`config.mk`:
```
export PLATFORM = sky130hd
export DESIGN_NAME = beat_loop_controller_flat
export DESIGN_NICKNAME = d
export VERILOG_FILES = /design/src/rtl/beat_loop_controller_if.sv /design/src/rtl/beat_loop_controller.sv /design/src/flat_wrapper.sv
export SDC_FILE = /design/constraint.sdc
export NUM_CORES = 1
export LEC_CHECK = 0
export BUFFER_PORTS_ARGS = -buffer_cell sky130_fd_sc_hd__buf_2
export CORE_MARGIN = 4
export CORE_UTILIZATION = 60
export CTS_BUF_LIST = sky130_fd_sc_hd__clkbuf_4 sky130_fd_sc_hd__clkbuf_8
export DETAILED_ROUTE_END_ITERATION = 8
export PLACE_DENSITY_LB_ADDON = 0.2
export SYNTH_ARGS = -nofsm -noshare
export SYNTH_HDL_FRONTEND = slang
export SYNTH_SLANG_ARGS = --single-unit
```
`constraint.sdc`:
```
create_clock -name clk -period 5.9 [get_ports clk]
set_clock_uncertainty 0.2 [all_clocks]
set_input_delay 0.59 -clock clk [delete_from_list [all_inputs] [get_ports clk]]
set_output_delay 0.59 -clock clk [all_outputs]
set_load 0.01 [all_outputs]
```
`src/rtl/beat_loop_controller_if.sv`:
```
// beat_loop_controller_if: pulse inputs and registered position outputs of the beat loop controller
interface beat_loop_controller_if;
  logic beat_tick;
  logic play_pulse;
  logic stop_pulse;
  logic loop_pulse;
  logic width_up;
  logic width_down;
  logic [11:0] ibeat;
  logic [11:0] bound;
  logic [11:0] loop_start;
  logic [2:0] loop_width;
  logic looping;
  logic playing;
  logic song_end;
  modport master (
    output beat_tick, play_pulse, stop_pulse, loop_pulse, width_up, width_down,
    input ibeat, bound, loop_start, loop_width, looping, playing, song_end
  );
  modport slave (
    input beat_tick, play_pulse, stop_pulse, loop_pulse, width_up, width_down,
    output ibeat, bound, loop_start, loop_width, looping, playing, song_end
  );
endinterface

```
`src/rtl/beat_loop_controller.sv`:
```
// beat_loop_controller: beat position sequencer with play/pause/stop and UNIT-aligned loop region; ports clk, rst_n (async low), bus (slave: pulses in, ibeat/bound/loop_start/loop_width/looping/playing/song_end out, all registered)
module beat_loop_controller #(
  parameter int LEN = 96,
  parameter int UNIT = 8
) (
  input logic clk,
  input logic rst_n,
  beat_loop_controller_if.slave bus
);
  typedef enum logic [1:0] {STOP, PLAY, PAUSE} state_t;
  localparam logic [11:0] LEN_W = 12'(LEN);
  localparam logic [11:0] UNIT_W = 12'(UNIT);
  state_t state, state_n;
  logic [11:0] ibeat_n, bound_n, start_n, inc;
  logic [2:0] width_n;
  logic looping_n, song_end_n, adv;
  function automatic logic [11:0] region_end(input logic [11:0] s, input logic [2:0] w);
    logic [11:0] e;
    e = s + ({9'd0, w} + 12'd1) * UNIT_W;
    return e < LEN_W ? e : LEN_W;
  endfunction
  always_comb begin
    state_n = state;
    ibeat_n = bus.ibeat;
    bound_n = bus.bound;
    start_n = bus.loop_start;
    width_n = bus.loop_width;
    looping_n = bus.looping;
    song_end_n = 1'b0;
    inc = bus.ibeat + 12'd1;
    adv = state == PLAY && bus.beat_tick && !bus.play_pulse && !bus.stop_pulse;
    if (bus.stop_pulse) begin
      state_n = STOP;
      ibeat_n = '0;
    end else if (bus.play_pulse) begin
      state_n = state == PLAY ? PAUSE : PLAY;
    end else if (adv) begin
      if (inc < bus.bound) ibeat_n = inc;
      else if (bus.looping) ibeat_n = bus.loop_start;
      else begin
        ibeat_n = '0;
        state_n = STOP;
        song_end_n = 1'b1;
      end
    end
    // loop_start comes from the pre-advance ibeat; width changes reach bound one cycle late
    // because the recompute below always uses the registered loop_width
    if (bus.loop_pulse) begin
      looping_n = !bus.looping;
      start_n = bus.looping ? '0 : bus.ibeat - bus.ibeat % UNIT_W;
      bound_n = bus.looping ? LEN_W : region_end(start_n, bus.loop_width);
    end else if (bus.looping) begin
      bound_n = region_end(bus.loop_start, bus.loop_width);
    end
    // a shrinking region or a late loop enable must not leave ibeat past the end
    if (ibeat_n >= bound_n) ibeat_n = start_n;
    if (bus.width_up && !bus.width_down && bus.loop_width != 3'd7) width_n = bus.loop_width + 3'd1;
    else if (bus.width_down && !bus.width_up && bus.loop_width != 3'd0) width_n = bus.loop_width - 3'd1;
  end
  always_ff @(posedge clk or negedge rst_n) begin
    if (!rst_n) begin
      state <= STOP;
      bus.ibeat <= '0;
      bus.bound <= LEN_W;
      bus.loop_start <= '0;
      bus.loop_width <= '0;
      bus.looping <= 1'b0;
      bus.playing <= 1'b0;
      bus.song_end <= 1'b0;
    end else begin
      state <= state_n;
      bus.ibeat <= ibeat_n;
      bus.bound <= bound_n;
      bus.loop_start <= start_n;
      bus.loop_width <= width_n;
      bus.looping <= looping_n;
      bus.playing <= state_n == PLAY;
      bus.song_end <= song_end_n;
    end
  end
endmodule

```
`src/flat_wrapper.sv`:
```
// flat-port wrapper written by rule: the top's interface ports become plain ports
module beat_loop_controller_flat 
#(
  parameter int LEN = 96,
  parameter int UNIT = 8
)
  (clk, rst_n, bus_beat_tick, bus_play_pulse, bus_stop_pulse, bus_loop_pulse, bus_width_up, bus_width_down, bus_ibeat, bus_bound, bus_loop_start, bus_loop_width, bus_looping, bus_playing, bus_song_end);
  beat_loop_controller_if bus_i ();
  input logic clk;
  input logic rst_n;
  input wire logic [$bits(bus_i.beat_tick)-1:0] bus_beat_tick;
  input wire logic [$bits(bus_i.play_pulse)-1:0] bus_play_pulse;
  input wire logic [$bits(bus_i.stop_pulse)-1:0] bus_stop_pulse;
  input wire logic [$bits(bus_i.loop_pulse)-1:0] bus_loop_pulse;
  input wire logic [$bits(bus_i.width_up)-1:0] bus_width_up;
  input wire logic [$bits(bus_i.width_down)-1:0] bus_width_down;
  output wire logic [$bits(bus_i.ibeat)-1:0] bus_ibeat;
  output wire logic [$bits(bus_i.bound)-1:0] bus_bound;
  output wire logic [$bits(bus_i.loop_start)-1:0] bus_loop_start;
  output wire logic [$bits(bus_i.loop_width)-1:0] bus_loop_width;
  output wire logic [$bits(bus_i.looping)-1:0] bus_looping;
  output wire logic [$bits(bus_i.playing)-1:0] bus_playing;
  output wire logic [$bits(bus_i.song_end)-1:0] bus_song_end;
  assign bus_i.beat_tick = bus_beat_tick;
  assign bus_i.play_pulse = bus_play_pulse;
  assign bus_i.stop_pulse = bus_stop_pulse;
  assign bus_i.loop_pulse = bus_loop_pulse;
  assign bus_i.width_up = bus_width_up;
  assign bus_i.width_down = bus_width_down;
  assign bus_ibeat = bus_i.ibeat;
  assign bus_bound = bus_i.bound;
  assign bus_loop_start = bus_i.loop_start;
  assign bus_loop_width = bus_i.loop_width;
  assign bus_looping = bus_i.looping;
  assign bus_playing = bus_i.playing;
  assign bus_song_end = bus_i.song_end;
  beat_loop_controller #(.LEN(LEN), .UNIT(UNIT)) u_core (.clk(clk), .rst_n(rst_n), .bus(bus_i));
endmodule
```
* Word-level counts from Yosys, hierarchy flattened
Cells that the tools add are included. Widths: inputs -> output; s select.
Storage, ports and cells: output and inout bits 42, logic and storage cells 62, register bits 44, bits of input ports 8
Cells by class: eq/ne operators 3, add/subtract/negate cells 7, $lt $le $gt $ge 4, mux-type cells 26, reductions and logical operators 14
Operators with widths (number):
- $mux 12 | 13
- $add 12x12->12 | 2
- $lt 12x7->1 const B | 2
- $add 12x1->12 const B | 1
- $ge 12x12->1 | 1
- $lt 12x12->1 | 1
- $mux 2 | 6
- $sub 12x3->12 | 1
- $logic_and 1x1->1 | 7
- $mux 3 | 2
- $logic_not 1->1 | 5
- $mux 1 | 5
- $add 3x1->4 const B | 1
- $eq 2x1->1 const B | 2
- $add 3x1->3 const B | 1
- $ne 3x3->1 const B | 1
- $reduce_bool 3->1 | 1
- $sub 3x1->3 const B | 1
- $reduce_bool 2->1 | 1

* Longest topological paths before layout
Gate-level depths: netlist of run 1.
word-level depth 9, gate-level depth with buffers 21, depth with buffers taken out 18

* Least setup slack after synthesis of run 1
Ideal clock, no wire load.
kind reg2reg, start point register u_core.bus.ibeat[0], end point register u_core.bus.ibeat[8], stages on the path, launching flop included 20, clock period less this slack 4.837 ns, library setup time 0.125 ns, required time 5.575 ns, arrival 4.513 ns, slack 1.063 ns, path buffers 1, cells stage by stage dfrtp_1 -> ha_1 -> nand3_1 -> nor3_1 -> xor2_1 -> ha_1 -> nand4_1 -> a2111o_1 -> o21bai_2 -> nor3_1 -> a221oi_1 -> nor2_1 -> ha_1 -> a211o_1 -> a31oi_1 -> o31ai_1 -> a31oi_2 -> nor2_1 -> buf_1 -> mux2_2
Between the ends: longest elaborated chain between the ends 9, elaborated cells on any way between the ends 16, classes of those cells 3 x add/sub; 3 x order compare; 10 x mux
Ends and longest elaborated chain:
- start, declared | line beat_loop_controller_if.sv:22 | output ibeat, bound, loop_start, loop_width, looping, playing, song_end
- start signal, assigned | line beat_loop_controller.sv:72 | bus.ibeat <= ibeat_n;
- $sub 12x3->12 | line beat_loop_controller.sv:50 | start_n = bus.looping ? '0 : bus.ibeat - bus.ibeat % UNIT_W;
- $mux 12 | line beat_loop_controller.sv:50
- $add 12x12->12 | line beat_loop_controller.sv:19 | e = s + ({9'd0, w} + 12'd1) * UNIT_W;
- $lt 12x7->1 | line beat_loop_controller.sv:20 | return e < LEN_W ? e : LEN_W;
- $mux 12 | line beat_loop_controller.sv:20
- $mux 12 | line beat_loop_controller.sv:51 | bound_n = bus.looping ? LEN_W : region_end(start_n, bus.loop_width);
- $mux 12 | line beat_loop_controller.sv:48 | if (bus.loop_pulse) begin
- $ge 12x12->1 | line beat_loop_controller.sv:56 | if (ibeat_n >= bound_n) ibeat_n = start_n;
- $mux 12 * | line beat_loop_controller.sv:56
- via u_core.ibeat_n[8] | line beat_loop_controller.sv:14 | logic [11:0] ibeat_n, bound_n, start_n, inc;
The timed path passes the listed nets; every way through them passes the cells marked *. A chain may end at the register's enable or synchronous reset.

* Worst setup path after layout of run 1
start point register u_core.bus.ibeat[0], end point register u_core.bus.ibeat[7]
The elaborated chain is that of the path after synthesis.

==> flow_summary.ini, run 1 <==
[place]
dpl.cell_count = 505
gp_congestion = 0.9669
dp_hpwl_um = 7318
portBuffers = 49
placement.cell_area_um2 = 3809

[sta]
grt_setup_unrepaired = false
timing.final.crit_period_ns = 5.289
setup_viol = 0
max-slew-margin-rel = 0.2842
tightestPinTransition_ns = 1.070
finalMaxSlewViolations = 0
hold-worst-slack_ns = 0.2425
final_count_of_hold_timing_violations = 0
final.period_utilization = 0.8964
fin_setup_tns_ns = 0
fmax_ghz = 0.1891

[final_layout]
most-common-layout-cells = sky130_fd_sc_hd__buf_2, sky130_fd_sc_hd__dfrtp_1, sky130_fd_sc_hd__inv_1
area_growth_syn_to_layout_pct = 11.37
final_cell_area_um2 = 3935
layout.filler_cells = 466
fraction_of_final_layout_cells_with_drive_strength_greater_than_1 = 0.1769
antenna-diode-count = 0
finalNetCount = 486
most_common_cell_after_layout_fill_and_taps_aside = sky130_fd_sc_hd__buf_2
finish.cell_count_without_fillers = 513

[floorplan]
design.die.area_um2 = 7181
core_region_area_um2 = 5608
core.rowCount = 27
top_level_ports = 50
die_w_um = 84.74
die-height_um = 84.74
initial_core_util = 0.6301

[synth]
avgSynthCellArea_um2 = 8.833
synth-seq-cells = 44
count_of_cell_types_in_the_netlist = 58
syn-num-nets = 446
asyncSetResetFlopFracSynth = 1.000
synth_area_um2 = 3533
synthDominantCellAreaShare = 0.2975
synth_enable_flop_cells = 0
ys_seq_area_frac = 0.3123
post_synth_inst_count = 400
post_synth_main_area_contributors = sky130_fd_sc_hd__dfrtp_1, sky130_fd_sc_hd__ha_1, sky130_fd_sc_hd__inv_1, sky130_fd_sc_hd__nand2_1, sky130_fd_sc_hd__a21oi_1
yosysTopAreaCell = sky130_fd_sc_hd__dfrtp_1
ys.flop_type = sky130_fd_sc_hd__dfrtp_1
yosysWarningCount = 0

[global_routing]
grt_first_pass_wirelength_um = 15930
global_route.usage.total = 0.2794
grt_pass1_vias = 3086
grt_max_degree = 45
overflow = 0
grt_antenna_before_repair = 0

[pwr]
power_density_nw_per_um2 = 349.7
sequentialPowerShare = 0.294
power_uw = 1376
intPower_uw = 768.2
cellLeakagePower_uw = 0.001999
p_clk_frac = 0.187
sw_ratio = 0.4417
switching_power_uw = 607.7
maximum_vdd_drop_mv = 0.1984
power.share.combinational = 0.519

[clock_tree]
clock-root-buffer = sky130_fd_sc_hd__clkbuf_8
tritoncts_clock_tree = built
post_cts_hold_buffer_count = 0
clk_pin_slew_ns = 0.09
clock_path_buffers = 2
cts_resized = 0
cts_setup_buffers = 0
h-tree-depth = 2
cts_made_buffers = 5
clock_sinks = 44
clock_latency_ns = 0.31

[route]
detail_route.iter0.violations = 285
drt_drc_violations_left = 0
finalWirelength_um = 9709
detailed_routing_iterations_pass_1 = 5
drt.antenna.violating_nets = 0
routed-via-count = 3259
routedWlPerCell_um = 18.93
avgViaCountPerCell = 6.353

[hold_path]
min-delay-path-class = input pin to async pin

[worst_setup_path]
timing.critical_path.required_ns = 5.89
cp_data_arrival_time_ns = 5.28
setup.reg_to_reg.worst_slack_ns = 0.61
path_max_fanout = 11
reg2reg_depth = 19
rr_endpoint = u_core.bus.ibeat[7]$_DFF_PN0_
worst_r2r_startpoint = u_core.bus.ibeat[0]$_DFF_PN0_
criticalPathCategory = register to register
critical_path.endpoint_type = register
setup.worst_path.start_class = register

[job]
max_capacitance_violation_count = 0

[status]
status = finished clean
## kinds of logic after synthesis
group	count (synthesis)	share of synthesized area
compound gates	101	0.2142
xor+xnor	17	0.04214
fa+ha+maj	38	0.1409
buf+inv	56	0.06162
flops	44	0.3123
mux	14	0.04143
simple gates	130	0.1873
## synthesized netlist by cell type (5+ instances only)
cell	instances
sky130_fd_sc_hd__dfrtp_1	42
sky130_fd_sc_hd__mux2i_1	9
sky130_fd_sc_hd__nand4_1	6
sky130_fd_sc_hd__a211oi_1	7
sky130_fd_sc_hd__nand3_1	5
sky130_fd_sc_hd__inv_1	38
sky130_fd_sc_hd__a21oi_1	19
sky130_fd_sc_hd__a221oi_1	5
sky130_fd_sc_hd__o21ai_0	14
sky130_fd_sc_hd__o31ai_1	9
sky130_fd_sc_hd__clkbuf_1	16
sky130_fd_sc_hd__o21a_1	5
sky130_fd_sc_hd__nor2b_1	14
sky130_fd_sc_hd__and3_1	7
sky130_fd_sc_hd__nand2_1	37
sky130_fd_sc_hd__xnor2_1	10
sky130_fd_sc_hd__a31oi_1	5
sky130_fd_sc_hd__nor2_1	22
sky130_fd_sc_hd__mux2_2	5
sky130_fd_sc_hd__nor3_1	14
sky130_fd_sc_hd__ha_1	35
sky130_fd_sc_hd__nand2b_1	5
sky130_fd_sc_hd__xor2_1	7
## state kept, by name, summed over array words and instances, names as in the netlist
signal                 flops
u_core.bus.bound          12
u_core.bus.ibeat          12
u_core.bus.loop_start     12
u_core.bus.loop_width      3
u_core.bus.looping         1
u_core.bus.playing         1
u_core.bus.song_end        1
u_core.state               2
## power groups by stage
stage | Sequential [µW] | Clock (µW) | Combinational (µW)
floorplan | 402 | 0 | 498
global placement | 407 | 0 | 675
detailed placement | 409 | 0 | 695
CTS | 403 | 261 | 704
global route | 412 | 274 | 785
finish | 405 | 257 | 714
## worst max-delay path: stages (launching register included)
cell and delay (ns):
sky130_fd_sc_hd__dfrtp_1 0.44, sky130_fd_sc_hd__ha_1 0.25, sky130_fd_sc_hd__nand3_1 0.22, sky130_fd_sc_hd__nor3_1 0.28
sky130_fd_sc_hd__xor2_1 0.12, sky130_fd_sc_hd__ha_1 0.31, sky130_fd_sc_hd__nand4_1 0.17, sky130_fd_sc_hd__a2111o_1 0.37
sky130_fd_sc_hd__o21bai_2 0.36, sky130_fd_sc_hd__nor3_1 0.17, sky130_fd_sc_hd__a221oi_1 0.42, sky130_fd_sc_hd__nor2_1 0.09
sky130_fd_sc_hd__ha_1 0.30, sky130_fd_sc_hd__a211o_1 0.25, sky130_fd_sc_hd__a31oi_1 0.15, sky130_fd_sc_hd__o31ai_1 0.13
sky130_fd_sc_hd__a31oi_2 0.36, sky130_fd_sc_hd__nor2_1 0.09, sky130_fd_sc_hd__buf_4 0.21, sky130_fd_sc_hd__mux2_2 0.29
## metal layers
metal  share of wire  global-route usage
met3           0.073             0.05201
met2            0.47              0.4399
met1            0.42              0.3772
met4           0.038              0.1180
met5               0                   0
## worst max-delay path by stage
stage	slack (ns)	endpoint	startpoint
after floorplan	1.06	u_core.bus.ibeat[8]$_DFF_PN0_	u_core.bus.ibeat[0]$_DFF_PN0_
after global placement	0.96	u_core.bus.ibeat[8]$_DFF_PN0_	u_core.bus.ibeat[0]$_DFF_PN0_
after detailed placement	0.79	u_core.bus.ibeat[7]$_DFF_PN0_	u_core.bus.ibeat[0]$_DFF_PN0_
after CTS	0.68	u_core.bus.ibeat[7]$_DFF_PN0_	u_core.bus.ibeat[0]$_DFF_PN0_
after global routing	0.20	u_core.bus.ibeat[7]$_DFF_PN0_	u_core.bus.ibeat[0]$_DFF_PN0_
final	0.61	u_core.bus.ibeat[7]$_DFF_PN0_	u_core.bus.ibeat[0]$_DFF_PN0_
## cell type report
| class | instances | area, µm² | area share |
|---|---|---|---|
| Clock buffer | 7 | 96.34 | 0.02448 |
| Sequential cell | 44 | 1104 | 0.2804 |
| Clock inverter | 1 | 30.03 | 0.007631 |
| Timing Repair Buffer | 51 | 260.3 | 0.06614 |
| Tap cell | 72 | 90.09 | 0.02289 |
| Multi-Input combinational cell | 300 | 2212 | 0.5622 |
| Inverter | 38 | 142.6 | 0.03625 |
## through the flow
stage	setup WS (ns)	util
6_report	0.6111	0.7017
5_1_grt	0.1983	0.7017
4_1_cts	0.6759	0.7017
3_5_place_dp	0.7887	0.6792
3_3_place_gp	0.9608	0.6792
2_1_floorplan	1.063	-
Note: power is estimated with default switching activity, not from simulation.
==> inputs of run 2 (changes only) <==
--- a/config.mk
+++ b/config.mk
@@ -7,7 +7,7 @@
 export LEC_CHECK = 0
 export BUFFER_PORTS_ARGS = -buffer_cell sky130_fd_sc_hd__buf_2
 export CORE_MARGIN = 4
-export CORE_UTILIZATION = 60
+export CORE_UTILIZATION = 53
 export CTS_BUF_LIST = sky130_fd_sc_hd__clkbuf_4 sky130_fd_sc_hd__clkbuf_8
 export DETAILED_ROUTE_END_ITERATION = 8
 export PLACE_DENSITY_LB_ADDON = 0.2
==> run 2 against run 1 <==
Die area is 12% higher; core utilization fell by 9.5 points; sequential share of layout area is 0.28 points higher; non-clock buffer count is the same; largest power group unchanged; highest routed layer unchanged.
==> flow_summary.ini, run 2 (synthesized netlist as in run 1, its figures left out) <==
[status]
status = finished clean

[route]
drt.antenna.violating_nets = 0
finalWirelength_um = 9759
drt_drc_violations_left = 0
avgViaCountPerCell = 6.135
detailed_routing_iterations_pass_1 = 5
routed-via-count = 3172
detail_route.iter0.violations = 255
routedWlPerCell_um = 18.88

[clock_tree]
clock_sinks = 44
h-tree-depth = 2
tritoncts_clock_tree = built
clk_pin_slew_ns = 0.09
clock_latency_ns = 0.31
post_cts_hold_buffer_count = 0
cts_made_buffers = 5
clock_path_buffers = 2
cts_setup_buffers = 0
clock-root-buffer = sky130_fd_sc_hd__clkbuf_8
cts_resized = 0

[sta]
timing.final.crit_period_ns = 5.286
finalMaxSlewViolations = 0
setup_viol = 0
grt_setup_unrepaired = false
tightestPinTransition_ns = 1.027
hold-worst-slack_ns = 0.2451
final.period_utilization = 0.8960
max-slew-margin-rel = 0.3157
fmax_ghz = 0.1892
final_count_of_hold_timing_violations = 0
fin_setup_tns_ns = 0

[pwr]
power_density_nw_per_um2 = 335.2
power_uw = 1306
maximum_vdd_drop_mv = 0.2281
cellLeakagePower_uw = 0.001979

[place]
dpl.cell_count = 510
portBuffers = 49
dp_hpwl_um = 7523
gp_congestion = 0.9152

[worst_setup_path]
crit_top_cell = sky130_fd_sc_hd__ha_1
critical_path.endpoint_type = register
timing.critical_path.required_ns = 5.89
criticalPathCategory = register to register
setup.worst_path.start_class = register
worst_path_max_delay_cell = sky130_fd_sc_hd__dfrtp_1
largest_stage_delay_on_the_critical_path_ns = 0.45
crit_chain = ha_1 -> nand3_1 -> nor3_1 -> xor2_1 -> ha_1 -> nand4_1 -> a2111o_1 -> o21bai_2 -> nor3_1 -> a221oi_1 -> nor2_1 -> ha_1 -> a211o_1 -> a31oi_1 -> o31ai_1 -> a31oi_2 -> nor2_1 -> buf_4 -> mux2_2
cp_data_arrival_time_ns = 5.28
path_max_fanout = 11

[global_routing]
grt_pass1_vias = 3095
grt_first_pass_wirelength_um = 15570
grt_max_degree = 45
grt_antenna_before_repair = 0
overflow = 0
global_route.usage.total = 0.2568

[floorplan]
die-height_um = 89.65
top_level_ports = 50
design.die.area_um2 = 8037
die_w_um = 89.65
core_region_area_um2 = 6422
core.rowCount = 29
initial_core_util = 0.5502

[final_layout]
top_flop_regs = u_core.bus.bound (12), u_core.bus.ibeat (12), u_core.bus.loop_start (12)
finalCoreUtilization = 0.6067
finish.cell_count_without_fillers = 517
fraction_of_final_layout_cells_with_drive_strength_greater_than_1 = 0.1750
antenna-diode-count = 0
most_common_cell_after_layout_fill_and_taps_aside = sky130_fd_sc_hd__buf_2
area_growth_syn_to_layout_pct = 10.27
finalNetCount = 486
most-common-layout-cells = sky130_fd_sc_hd__buf_2, sky130_fd_sc_hd__dfrtp_1, sky130_fd_sc_hd__inv_1

[hold_path]
min-delay-path-class = input pin to async pin

[job]
max_capacitance_violation_count = 0
run 2: metrics by stage:
stage	area (µm²)	worst slack [ns]
floorplan	3533	1.063
global placement	3815	0.9171
detailed placement	3815	0.6639
CTS	3896	0.6372
global route	3896	0.2184
finish	3896	0.6136
run 2: layout make-up:
class                   instances  area [µm²]
clock buffers                   6       76.32
fillers                       580        2526
well taps                      77       96.34
inverters                      38       142.6
clock inverters                 1       5.005
multi-input cells             300        2212
flip-flops and latches         44        1104
repair buffers                 51       260.3
run 2: routing by layer:
layer  share of wire  up-vias  GRT usage  routed length [µm]
met2            0.48      113     0.4209                4717
met5               0        -          0                   0
li1                -     1528          -                   -
met3           0.056       20    0.04288                 546
met4           0.028        0    0.09202                 270
met1            0.43     1511     0.3421                4225
run 2: path summary, 6_finish.rpt:
check / slack, ns / to / from / cells past startpoint
max: 0.61 / u_core.bus.ibeat[8]$_DFF_PN0_ / u_core.bus.ibeat[1]$_DFF_PN0_ / 19
max in group asynchronous: 4.60 / u_core.bus.bound[8]$_DFF_PN0_ / rst_n / 1
max reg2reg: 0.61 / u_core.bus.ibeat[8]$_DFF_PN0_ / u_core.bus.ibeat[1]$_DFF_PN0_ / 19
min reg2reg: 0.32 / u_core.bus.bound[7]$_DFF_PN0_ / u_core.bus.bound[7]$_DFF_PN0_ / 2
min: 0.25 / u_core.bus.ibeat[1]$_DFF_PN0_ / rst_n / 1
min in group clk: 0.32 / u_core.bus.bound[7]$_DFF_PN0_ / u_core.bus.bound[7]$_DFF_PN0_ / 2
run 2: critical path, delay by kind of cell, from the launching register on:
family,cells,cell delay (ns)
adder cells (fa/ha/maj),3,0.87
AO/OA/AOI/OAI,7,2.06
multiplexers,1,0.28
buffers and inverters,1,0.21
AND/OR/NAND/NOR,6,0.97
XOR/XNOR,1,0.12
flip-flops,1,0.45
run 2: report_power, final:
group          total, µW  switching [µW]  internal, µW
Sequential           405            59.6           345
Clock                189             104          85.3
Combinational        712             440           272
Total               1310             603           703
